==> config.mk <==
export PLATFORM = sky130hd
export DESIGN_NAME = ahb_slave_mux
export DESIGN_NICKNAME = d
export VERILOG_FILES = /design/src/rtl/ahb_slave_mux.sv
export SDC_FILE = /design/constraint.sdc
export NUM_CORES = 1
export LEC_CHECK = 0
export BUFFER_PORTS_ARGS = -buffer_cell sky130_fd_sc_hd__buf_2
export CORE_MARGIN = 2
export CORE_UTILIZATION = 31
export DETAILED_ROUTE_END_ITERATION = 10
export PLACE_DENSITY = 0.85
export SLEW_MARGIN = 25
export SYNTH_ARGS = -nofsm -noshare
export SYNTH_HDL_FRONTEND = slang
export SYNTH_SLANG_ARGS = --single-unit
==> constraint.sdc <==
create_clock -name i_hclk -period 2.8 [get_ports i_hclk]
set_clock_uncertainty 0.15 [all_clocks]
set_input_delay 0.14 -clock i_hclk [delete_from_list [all_inputs] [get_ports i_hclk]]
set_output_delay 0.14 -clock i_hclk [all_outputs]
set_load 0.02 [all_outputs]
==> src/rtl/ahb_slave_mux.sv <==
// ahb_slave_mux: AHB-Lite data-phase response multiplexor.
// Captures the decoder's address-phase select when a transfer is accepted.
// Routes the owning slave's HRDATA/HREADYOUT/HRESP back to the master.
// Hosts the default slave, which answers unmapped active transfers with a
// two-cycle ERROR response.
// Handshake: a transfer is accepted on any rising edge where o_hready==1.
// While o_hready==0 the data-phase owner and every address-phase input are
// ignored and held off until the owning slave drives HREADYOUT high.
module ahb_slave_mux #(
   parameter int            DW        = 32,
   parameter logic [DW-1:0] DEF_RDATA = '0
) (
   input  logic          i_hclk,
   input  logic          i_hresetn,
   input  logic          i_hsel_rom,
   input  logic          i_hsel_ram,
   input  logic          i_hsel_bridge,
   input  logic          i_hsel_def,
   input  logic [1:0]    i_htrans,
   input  logic [DW-1:0] i_hrdata_rom,
   input  logic [DW-1:0] i_hrdata_ram,
   input  logic [DW-1:0] i_hrdata_bridge,
   input  logic          i_hreadyout_rom,
   input  logic          i_hreadyout_ram,
   input  logic          i_hreadyout_bridge,
   input  logic          i_hresp_rom,
   input  logic          i_hresp_ram,
   input  logic          i_hresp_bridge,
   output logic [DW-1:0] o_hrdata,
   output logic          o_hready,
   output logic          o_hresp,
   output logic [3:0]    o_dbg_dsel,
   output logic [1:0]    o_dbg_state
);

   typedef enum logic [1:0] {
      D_IDLE = 2'd0,
      D_ERR1 = 2'd1,
      D_ERR2 = 2'd2
   } def_state_e;

   // One-hot select bit positions {def,bridge,ram,rom}
   localparam int S_ROM    = 0;
   localparam int S_RAM    = 1;
   localparam int S_BRIDGE = 2;
   localparam int S_DEF    = 3;

   logic [3:0]  asel;
   logic [3:0]  dsel_d;
   logic [3:0]  dsel_q;
   def_state_e  def_state_q;
   logic        def_hready_q;
   logic        def_hresp_q;
   logic        act;

   // HTRANS[0] only separates BUSY from IDLE and NONSEQ from SEQ; neither
   // distinction matters here, only whether the transfer is active.
   logic        unused_htrans0;
   assign unused_htrans0 = i_htrans[0];

   // Priority-encode the decoder selects; a decoder fault with several
   // selects resolves silently by priority, and no select means default.
   always_comb begin
      asel = 4'b0000;
      if (i_hsel_rom)         asel[S_ROM]    = 1'b1;
      else if (i_hsel_ram)    asel[S_RAM]    = 1'b1;
      else if (i_hsel_bridge) asel[S_BRIDGE] = 1'b1;
      else                    asel[S_DEF]    = 1'b1;
   end

   // Next data-phase owner: take the new select only when the bus advances.
   always_comb begin
      dsel_d = dsel_q;
      if (o_hready) dsel_d = asel;
   end

   // Data-phase select register; reset hands the bus to the default slave.
   always_ff @(posedge i_hclk) begin
      if (!i_hresetn) dsel_q <= 4'b1000;
      else            dsel_q <= dsel_d;
   end

   // An active transfer to unmapped space is being accepted this cycle.
   assign act = o_hready & i_htrans[1] & asel[S_DEF];

   // Default slave FSM with registered HREADY/HRESP matching each state.
   always_ff @(posedge i_hclk) begin
      if (!i_hresetn) begin
         def_state_q  <= D_IDLE;
         def_hready_q <= 1'b1;
         def_hresp_q  <= 1'b0;
      end else begin
         case (def_state_q)
            D_IDLE: begin
               if (act) begin
                  def_state_q  <= D_ERR1;
                  def_hready_q <= 1'b0;
                  def_hresp_q  <= 1'b1;
               end else begin
                  def_state_q  <= D_IDLE;
                  def_hready_q <= 1'b1;
                  def_hresp_q  <= 1'b0;
               end
            end
            D_ERR1: begin
               // Second error cycle always follows; HRESP stays ERROR.
               def_state_q  <= D_ERR2;
               def_hready_q <= 1'b1;
               def_hresp_q  <= 1'b1;
            end
            D_ERR2: begin
               // A new unmapped access here chains straight into ERR1;
               // a master cancel (IDLE) simply falls back to D_IDLE.
               if (act) begin
                  def_state_q  <= D_ERR1;
                  def_hready_q <= 1'b0;
                  def_hresp_q  <= 1'b1;
               end else begin
                  def_state_q  <= D_IDLE;
                  def_hready_q <= 1'b1;
                  def_hresp_q  <= 1'b0;
               end
            end
            default: begin
               def_state_q  <= D_IDLE;
               def_hready_q <= 1'b1;
               def_hresp_q  <= 1'b0;
            end
         endcase
      end
   end

   // Response mux on the registered owner; the default slave is the
   // fall-through so outputs never depend on unselected slave inputs.
   always_comb begin
      o_hrdata = DEF_RDATA;
      o_hready = def_hready_q;
      o_hresp  = def_hresp_q;
      if (dsel_q[S_ROM]) begin
         o_hrdata = i_hrdata_rom;
         o_hready = i_hreadyout_rom;
         o_hresp  = i_hresp_rom;
      end else if (dsel_q[S_RAM]) begin
         o_hrdata = i_hrdata_ram;
         o_hready = i_hreadyout_ram;
         o_hresp  = i_hresp_ram;
      end else if (dsel_q[S_BRIDGE]) begin
         o_hrdata = i_hrdata_bridge;
         o_hready = i_hreadyout_bridge;
         o_hresp  = i_hresp_bridge;
      end
   end

   assign o_dbg_dsel  = dsel_q;
   assign o_dbg_state = def_state_q;

endmodule
# Yosys cells after proc, flatten, opt, wreduce, memory -nomap -nowiden
# Index checks and enable logic that the tools add are counted.
# Widths: inputs -> output; s select.
# totals
reg_bits,8
latchBits,0
mem_bits_rw,0
mem_bits_ro,0
input_bits,110
out_inout_bits,40
mem_count,0
# op_classes
addsub,0
multipliers,0
div,0
n_lt_le_gt_ge,0
n_eq_ne,2
shifts,0
mux,20
bitwise_logic,2
reduce_logical,3
# ops
operator,count
$mux 32,3
$mux 1,13
$pmux 2 s2,1
$mux 3,1
$and 1x1->1,2
$eq 2x1->1 const B,1
$eq 2x2->1 const B,1
$logic_not 2->1,1
$mux 2,1
$pmux 1 s2,1
$reduce_and 2->1,1
$reduce_or 2->1,1

# Depth between registers and ports, before layout
# depth
ltp_word,7
mapped_depth,5
ltp_nobuf,3

# Worst setup path after synthesis
# Ideal clock, no wire load.
# synth_timing
kind,reg-to-output
start,register dsel_q[2] (netlist: o_dbg_dsel[2])
end,output port o_hrdata[10]
arrival_time_ns,1.569
t_required_ns,2.510
path_slack_ns,0.941
path_stages_with_launch,6
path_buffers,2
path_cell_list,dfxtp_1 nor2b_1 clkbuf_1 buf_2 a22oi_1 o21ai_0
# synth_via
elab_chain_cells,3
# synth_lines
element,line,rtl
"start, declared",50,logic [3:0] dsel_q;
"start signal, assigned",80,else dsel_q <= dsel_d;
$mux 32,147,end else if (dsel_q[S_BRIDGE]) begin
$mux 32,143,end else if (dsel_q[S_RAM]) begin
$mux 32,139,if (dsel_q[S_ROM]) begin
"end, declared",29,"output logic [DW-1:0] o_hrdata,"
# Every way passes these cells.

# Worst setup path after layout
# layout_timing
start,register dsel_q[0] (netlist: o_dbg_dsel[0])
end,output port o_hrdata[23]
# layout_via
elab_chain_cells,1
# layout_lines
element,line
$mux 32,139
# Every way passes these cells.

==> metrics.md <==
| Metric | Value |
|---|---|
| Status | `completed` |
| Slowest cell on the critical path | `dfxtp_2` |
| Largest net degree at the start of global routing | `between 40 and 50` |
| Min Hold Slack | `about 0.009 ns` |
| Hold Buf Count CTS | `0` |
| Max stage delay on crit path | `between 0.7 and 0.8 ns` |
| Die height | `60.3 um` |
| Worst slew pin tran | `about 0.65 ns` |
| Most common cell after layout, fill and taps aside | `buf_2` |
| Core area | `just over 3000 um^2` |
| Most frequent cells in the layout | `147 x buf_2, 36 x nand2_1, 32 x a22oi_1` |
| Layout cells sized above 1 | `0.550` |
| RSZ-0062 raised after global routing | `no` |
| Tot GR Track Use | `0.195` |
| TritonRoute pass-1 iters | `4` |
| Area Growth Syn to Fin | `80.0%` |
| Maximum buffer depth of the clock tree | `2` |
| Routed length per instance | `11.1 um` |
| Clock-pin slew on the worst setup and hold paths | `approximately 0.060 ns` |
| Initial Utilization | `0.324` |
| Critical Path Start Type | `flip-flop` |
| F_max | `491 MHz` |
| Area occupied by multi-input gates | `between 700 and 800 um^2` |
| Clock Latency Late Sink | `around 0.25 ns` |
| Met3 usage | `0.0303` |
| Area share of the largest cell type after synthesis | `0.245` |
| Die X-Extent | `60.3 um` |
| PD cells | `~280 nW/um^2` |
| CTS tree | `yes` |
| DP HPWL | `just under 3000 um` |
| WS Path Type | `reg2out` |
| Placer Congestion | `just under 0.7` |
| Worst Hold Class | `in2reg` |
| Vias per inst | `4.80` |
| # port buffers | `about 150` |
| Flops & latches, synth | `8` |
| Final Slew Violations | `0` |
| Synth top area cells | `a22oi_1 24%, dfxtp_1 16%, nand2_1 14%` |
| ANT nets after route | `0` |
| Hold Vio Cnt, Final | `0` |
| Post-Syn Area | `981 um^2` |
| Worst path buffer plus inverter count | `2` |
| # fillers | `approximately 300` |
| Post-CTS Resized | `0` |
| Register Area | `around 160 um^2` |
| Max_cap viols | `0` |
| Residual DRC | `0` |
| Vias in the first global route | `around 1400` |
| Fin crit share | `0.728` |
| Rows | `20` |
| Post CTS Setup Buffer Count | `0` |
| TritonCTS Sinks | `8` |
| Crit. End Element | `primary output` |
| Num CTS Buffers | `3` |
| ANT cells | `0` |
| Ys Warns | `0` |
| Setup TNS | `0 ns` |
| Via count | `1607` |
| H-tree depth | `1` |
| IO Count | `150` |
| First-pass GRT wire length | `~5500 um` |
| Mean Syn Cell Area | `6.45 um^2` |
| Routed WL | `3710 um` |
| Synth cell types | `24` |
| Clock period minus worst slack | `around 2 ns` |
| Post-Synthesis Cells | `around 150` |
| Die ar. | `approximately 3600 um^2` |
| Arrival time at the worst endpoint | `about 1.8 ns` |
| Final-report setup violation count | `0` |
| Final Util | `0.583` |
| Slew headroom | `0.569` |
| Clock Tree Root | `clkbuf_4` |
| Met2 GRT Util | `0.371` |
| Critical Path Fanout Max | `42` |
| Critical path, cell by cell | `buf_4 > nand2_1 > o21ai_1 > buf_2` |
| Global route hottest layer | `met2` |
| Post-Syn Nets | `~260` |
| LEAKAGE | `0.000924 uW` |
| CP required | `~2.5 ns` |
| Register area share after synthesis | `0.163` |
| Initial antenna violation count | `0` |
| GRT overflow | `0` |
| Post-synth top area cell | `a22oi_1` |
| Maximum vdd drop | `about 0.28 mV` |
| Drt initial violations | `54` |
| Fin nets | `around 400` |
| M1 GR Usage | `0.222` |
| Cell family with most CP delay | `flip-flops` |
worst register-to-register path, cell delays in order (launching register included):
cell and delay, ns:
dfxtp_2 0.75, or3b_1 0.26, o311ai_4 0.16, or2_1 0.27
metrics by stage:
stage	cell area [um^2]	power [uW]	cells	setup WS, ns
2_1_floorplan	981	279	152	0.941
6_report	1770	494	335	0.763
4_1_cts	1770	499	335	0.735
3_3_place_gp	1740	405	332	1.04
5_1_grt	1770	536	335	0.573
3_5_place_dp	1740	409	332	1.03
routing by layer:
| layer | share of wire | wire length (um) | up-vias |
|---|---|---|---|
| met5 | 0 | 0 | - |
| met4 | 0.0054 | 20 | 0 |
| met3 | 0.096 | 357 | 2 |
| met2 | 0.49 | 1820 | 85 |
| met1 | 0.41 | 1510 | 683 |
| li1 | - | - | 837 |
power breakdown:
part           switching [uW]  internal (uW)  total, uW
registers                14.0            119        133
logic                     150            123        273
clock network            39.0           49.0       88.0
total                     203            291        494
worst paths after layout:
path,from,to,slack (ns),cells past startpoint
min reg2reg,o_dbg_state[1],o_dbg_state[1],0.29,1
max reg2reg,o_dbg_dsel[0],def_hready_q,1.10,3
max,o_dbg_dsel[0],o_hrdata[23],0.76,4
min,i_hsel_bridge,o_dbg_dsel[2],0.009,3
synth_stat cells (all sizes together):
master	number
mux2	2
mux2i	4
nand3b	1
a22oi	32
o311ai	1
nand3	1
buf	8
or3b	1
clkbuf	8
o21ai	34
dfxtp	8
o22ai	1
a21boi	1
nor2b	3
nor3	1
inv	2
o211ai	1
nand4b	1
or2	1
nor2	3
nand2b	2
nand2	36
state kept, by name, indices dropped and copies added, names as in the netlist:
signal        flops
def_hready_q      1
def_hresp_q       1
o_dbg_dsel        4
o_dbg_state       2
area by class of cell:
type	count	share of cell area
Clock buffer	3	0.0128
Inverter	2	0.00425
Multi-Input combinational cell	126	0.422
Sequential cell	8	0.0914
Tap cell	44	0.0312
Timing Repair Buffer	152	0.438
kinds of logic (layout without fill, tap and decap cells):
| family | count (synthesis) | after routing | synth area share |
|---|---|---|---|
| buf+inv | 18 | 157 | 0.0791 |
| mux | 6 | 6 | 0.0676 |
| simple gates | 50 | 50 | 0.223 |
| compound gates | 70 | 70 | 0.467 |
| flops | 8 | 8 | 0.163 |
Power figures use the tool's default switching activity.
